$ cat config.mk
export PLATFORM = sky130hd
export DESIGN_NAME = r2sdf_bitrev_reorder
export DESIGN_NICKNAME = d
export VERILOG_FILES = /design/src/rtl/r2sdf_bitrev_reorder.sv
export SDC_FILE = /design/constraint.sdc
export NUM_CORES = 1
export LEC_CHECK = 0
export ABC_AREA = 1
export CAP_MARGIN = 10
export CORE_MARGIN = 2
export CORE_UTILIZATION = 45
export DETAILED_ROUTE_END_ITERATION = 12
export SYNTH_ARGS = -nofsm -noshare
export SYNTH_HDL_FRONTEND = slang
export SYNTH_SLANG_ARGS = --single-unit
export TNS_END_PERCENT = 10
$ cat constraint.sdc
create_clock -name clk -period 4.4 [get_ports clk]
set_input_delay 0.88 -clock clk [delete_from_list [all_inputs] [get_ports clk]]
set_output_delay 0.88 -clock clk [all_outputs]
set_load 0.01 [all_outputs]
$ cat src/rtl/r2sdf_bitrev_reorder.sv
// r2sdf_bitrev_reorder: ping-pong reorder buffer turning bit-reversed R2SDF
// output frames into natural-order frames with sync/valid.
// Optional feature macro: R2SDF_REORDER_ERR_EN adds the 'err' resync pulse.

package R2SdfDefinesPkg;
  localparam int DW = 16;
  typedef struct packed {
    logic signed [DW-1:0] re;
    logic signed [DW-1:0] im;
  } Cplx;
endpackage

module r2sdf_bitrev_reorder
  import R2SdfDefinesPkg::*;
#(
  parameter int STG = 4
) (
  input  logic clk,
  input  logic rst_n,
  input  logic en,
  input  Cplx  in,
  input  logic in_sync,
  output Cplx  out,
  output logic out_valid,
  output logic out_sync
`ifdef R2SDF_REORDER_ERR_EN
  ,
  output logic err
`endif
);

  localparam int N = 2 ** STG;

  typedef enum logic { W_IDLE, W_FILL } wstate_e;
  typedef enum logic { R_IDLE, R_RUN } rstate_e;

  function automatic logic [STG-1:0] bitrev(input logic [STG-1:0] a);
    logic [STG-1:0] r;
    for (int i = 0; i < STG; i++) r[i] = a[STG-1-i];
    return r;
  endfunction

  // Two banks of N words; the bank bit is the address MSB.
  Cplx mem_q [2*N];

  wstate_e        wstate_q, wstate_d;
  rstate_e        rstate_q, rstate_d;
  logic [STG-1:0] wcnt_q, wcnt_d;
  logic [STG-1:0] rcnt_q, rcnt_d;
  logic           wbank_q, wbank_d;
  logic           rbank_q, rbank_d;
  Cplx            out_q, out_d;
  logic           out_valid_q, out_valid_d;
  logic           out_sync_q, out_sync_d;

  logic           we;
  logic [STG:0]   waddr;
  logic [STG:0]   raddr;
  logic           done;
  logic           rd_issue;
`ifdef R2SDF_REORDER_ERR_EN
  logic           resync;
  logic           err_q, err_d;
`endif

  // Write side: scatter each sample to its bit-reversed slot; detect frame end and resync.
  always_comb begin
    wstate_d = wstate_q;
    wcnt_d   = wcnt_q;
    wbank_d  = wbank_q;
    we       = 1'b0;
    waddr    = {wbank_q, bitrev(wcnt_q)};
    done     = 1'b0;
`ifdef R2SDF_REORDER_ERR_EN
    resync   = 1'b0;
`endif
    case (wstate_q)
      W_IDLE: begin
        if (in_sync) begin
          we       = 1'b1;
          waddr    = {wbank_q, {STG{1'b0}}};
          wcnt_d   = STG'(1);
          wstate_d = W_FILL;
        end
      end
      W_FILL: begin
        we = 1'b1;
        if (in_sync && (wcnt_q != '0)) begin
          // Drop the partial frame and restart in the same bank.
          waddr  = {wbank_q, {STG{1'b0}}};
          wcnt_d = STG'(1);
`ifdef R2SDF_REORDER_ERR_EN
          resync = 1'b1;
`endif
        end else begin
          // Counter wraps to 0 after the last word, so streaming needs no sync.
          wcnt_d = wcnt_q + STG'(1);
          if (wcnt_q == STG'(N-1)) begin
            done    = 1'b1;
            wbank_d = ~wbank_q;
          end
        end
      end
      default: ;
    endcase
  end

  // Read side: sweep the completed bank in natural order; a new completion restarts without a bubble.
  always_comb begin
    rstate_d = rstate_q;
    rcnt_d   = rcnt_q;
    rbank_d  = rbank_q;
    rd_issue = 1'b0;
    raddr    = {rbank_q, rcnt_q};
    if (rstate_q == R_RUN) begin
      rd_issue = 1'b1;
      rcnt_d   = rcnt_q + STG'(1);
      if (rcnt_q == STG'(N-1)) rstate_d = R_IDLE;
    end
    if (done) begin
      rstate_d = R_RUN;
      rcnt_d   = '0;
      rbank_d  = wbank_q;
    end
  end

  // Output register doubles as the RAM read register; data holds when no read is issued.
  always_comb begin
    out_d       = rd_issue ? mem_q[raddr] : out_q;
    out_valid_d = rd_issue;
    out_sync_d  = rd_issue && (rcnt_q == '0);
`ifdef R2SDF_REORDER_ERR_EN
    err_d       = resync;
`endif
  end

  // RAM write port.
  always_ff @(posedge clk) begin
    if (rst_n && en && we) mem_q[waddr] <= in;
  end

  // State and output registers; reset dominates, en freezes everything else.
  always_ff @(posedge clk) begin
    if (!rst_n) begin
      wstate_q    <= W_IDLE;
      rstate_q    <= R_IDLE;
      wcnt_q      <= '0;
      rcnt_q      <= '0;
      wbank_q     <= 1'b0;
      rbank_q     <= 1'b0;
      out_q       <= '0;
      out_valid_q <= 1'b0;
      out_sync_q  <= 1'b0;
`ifdef R2SDF_REORDER_ERR_EN
      err_q       <= 1'b0;
`endif
    end else if (en) begin
      wstate_q    <= wstate_d;
      rstate_q    <= rstate_d;
      wcnt_q      <= wcnt_d;
      rcnt_q      <= rcnt_d;
      wbank_q     <= wbank_d;
      rbank_q     <= rbank_d;
      out_q       <= out_d;
      out_valid_q <= out_valid_d;
      out_sync_q  <= out_sync_d;
`ifdef R2SDF_REORDER_ERR_EN
      err_q       <= err_d;
`endif
    end
  end

  assign out       = out_q;
  assign out_valid = out_valid_q;
  assign out_sync  = out_sync_q;
`ifdef R2SDF_REORDER_ERR_EN
  assign err       = err_q;
`endif

endmodule

==> results by group <==
Power and ir drop
  • Internal power component: 16.4 mW
  • Sequential Power Share: 0.545
  • Sw power: 4.08 mW
  • Power density normalized to cell area: 414 nW/um^2
  • Relative contribution of the clock network to total power: 0.439
  • Sw frac: 0.199
  • IR drop worst, VDD: 0.326 mV
  • Combinational group share of total power: 0.016
  • Leakage power: 17.7 nW
  • Overall Power: 20.5 mW

Detailed routing
  • Initial drt markers: 3230
  • WL/cell: 22.4 um
  • First-pass iteration count of the detailed router: 5
  • Vias per inst: 5.38
  • Post-route DRC: 0
  • Total Routed Length: 119000 um
  • Total number of vias: 28631
  • Post-detailed-route count of antenna-violating nets: 0

Synth
  • Yosys synthesis warning count: 0
  • Top-area cell type share of the netlist area: 0.706
  • Synth unique cells: 27
  • Synthesis-stage register bit count: 1070
  • Most used flip-flop cell after synthesis: edfxtp_1
  • Sequential cell area fraction in the yosys report: 0.727
  • Area of the mapped netlist: 43500 um^2
  • Dominant cell type by area after synthesis: edfxtp_1
  • Synth area leaders: edfxtp_1 71%, nand2_1 10%, nand3_1 5.4%
  • FFs w/ async S/R, synth: 0
  • Avg Synthesized Cell Area: 11.2 um^2
  • Post-Synthesis Cells: 3881
  • Net count after synthesis: 3921
  • Number of flops mapped to enable cells by yosys: 1024

Setup path
  • Startpoint Class: primary input
  • Data arrival time of the critical path: 3740 ps
  • Type of destination of the critical path: register
  • R2r setup slk: 1260 ps
  • Worst path required time: 4740 ps
  • Largest fanout of any net on the critical path: 18
  • Crit path kind: in -> reg

Global routing
  • Most used routing layer: met2
  • Met2 usage in global routing: 0.382
  • Total grt overflow: 0
  • Met1 track utilization from global routing: 0.345
  • Global routing met3 resource utilization: 0.0326
  • Number of antenna violations at the first check in global routing: 4
  • Number of global-route vias before repair: 27216
  • Combined global-route utilization of all metal layers: 0.241
  • First-pass GRT wire length: 176000 um
  • Maximum number of pins on one net before global-route repair: 176

Layout
  • Final nets: 3987
  • Post-route standard cell area excluding fillers: 49500 um^2
  • Area growth from synthesis to final layout: 13.7%
  • Footprint of the multi-input gates: 10400 um^2
  • Post-layout utilization of the core: 0.514
  • Count of filler cells inserted in the layout: 8359
  • Finished Layout Cells: 5318
  • Share of final-layout standard cells stronger than drive strength 1: 0.0779
  • Number of inserted diodes: 0
  • Flip-flop and latch area: 31700 um^2

Placed design
  • Half-perimeter wire length after placement: 66400 um
  • Number of instances in the placed design: 5112
  • Cell area after placement: 46000 um^2
  • Final RePlAce weighted congestion: 0.844
  • Port Buffer Count: 69

Timing
  • Pin slew with the least headroom to its limit: 1180 ps
  • Final worst-path cycle share: 0.772
  • Tightest slew margin relative to the limit: 0.210
  • Hold Violations, Final: 0
  • Setup clock skew after layout: 19.6 ps
  • Max-slew violation count: 0
  • Setup Viol. Count Final: 0
  • Unrepaired setup endpoints after global routing: no
  • Highest attainable clock frequency: 294 MHz
  • Shortest clock period the worst path allows after layout: 3400 ps
  • Total Neg Setup Slack: 0 ps

Hold path
  • Min-delay worst type: reg -> reg

Floorplanning
  • Number of placement rows: 114
  • Count of boundary I/O pins: 70
  • Starting utilization of the core area: 0.452
  • Core Area: 96300 um^2
  • Area of the die: 99300 um^2
  • Horizontal extent of the die: 315 um
  • Vertical extent of the die: 315 um

CTS
  • Clock Latency Late Sink: 680 ps
  • Cell at the root of the clock tree: clkbuf_16
  • Clock tree from TritonCTS: done
  • Number of clock sinks: 1070
  • CTS Buffer Depth: 3
  • H-tree levels: 3
  • Clock-pin slew of the registers on the worst-case setup and hold paths: 60 ps
  • Number of buffers added by the clock tree synthesis step: 109
  • Post-CTS setup-driven buffer insertion count: 0
  • Post-CTS Hold Fix Bufs: 0
  • CTS resizes: 0

Status
  • Outcome: finished clean

Run
  • Max-capacitance violation count: 0
-- final timing paths --
kind                                 from     endpoint  depth (start not counted)
worst min register to register     out[3]       out[3]                          2
worst max-delay path                   en  mem_q[7][1]                          9
worst min-delay path               out[3]       out[3]                          2
worst max register to register  wcnt_q[0]  mem_q[7][1]                         10
-- routing by layer --
layer | vias to the layer above | routed length [um] | part of all wire
li1 | 13357 | - | -
met1 | 13973 | 51200 | 0.43
met2 | 1132 | 55800 | 0.47
met3 | 169 | 8760 | 0.074
met4 | 0 | 3300 | 0.028
met5 | - | 0 | 0
-- area by class of cell --
type / count / share of cell area
Clock buffer: 141 / 0.0596
Clock inverter: 65 / 0.0106
Tap cell: 1276 / 0.0322
Sequential cell: 1070 / 0.640
Multi-Input combinational cell: 2442 / 0.211
Inverter: 146 / 0.0116
Timing Repair Buffer: 178 / 0.0355
-- stage by stage --
| step | hold slack, ps | setup WS [ps] |
|---|---|---|
| finish | 466 | 1000 |
| global route | 487 | 930 |
| CTS | 466 | 1100 |
| detailed placement | 457 | 422 |
| global placement | 454 | 417 |
| floorplan | 444 | 955 |
-- critical path: stages --
cell             delay [ps]
clkdlybuf4s50_1         570
inv_1                   150
nor2_2                  270
inv_1                   120
nor2_2                  190
nand3_1                 100
buf_4                   230
nor2_4                  750
buf_4                   440
-- power by group through the flow --
stage               Clock, mW  Sequential, mW  Combinational (mW)
floorplan                   0            11.4              0.0536
global placement            0            11.4               0.319
detailed placement          0            11.4               0.322
CTS                      9.12            11.2               0.322
global route             9.52            11.2               0.343
finish                   9.01            11.2               0.320
-- layout by cell type, fill, tap and decap left out, drive strengths merged, types with 4 or more instances in the layout --
cell type,count
nand2,1212
edfxtp,1024
nor2,481
nand3,469
o21ai,161
inv,146
clkbuf,141
buf,114
a21oi,100
clkdlybuf4s50,64
clkinv,55
dfxtp,46
bufinv,8
and3,6
ha,4
-- registers in the layout, summed over array words and instances, names as in the netlist --
signal,cells
mem_q,1024
out,32
rcnt_q,4
wcnt_q,4
out_sync,1
out_valid,1
rbank_q,1
rstate_q,1
wbank_q,1
wstate_q,1
-- cells in the mapped netlist (2+ instances only) --
library cell,n
nand2_1,1212
edfxtp_1,1024
nor2_1,477
nand3_1,469
o21ai_0,161
inv_1,142
a21oi_1,100
buf_2,100
clkbuf_1,69
dfxtp_1,46
buf_1,27
buf_6,20
and3_1,6
buf_4,6
ha_1,4
nor2_2,4
nand4_1,3
inv_2,2
-- logic make-up after synthesis --
group	share of synthesized area
simple gates	0.201
flops	0.727
buf+inv	0.0390
compound gates	0.0309
fa+ha+maj	0.00115
xor+xnor	0.000201
(Power assumes the default switching activity.)
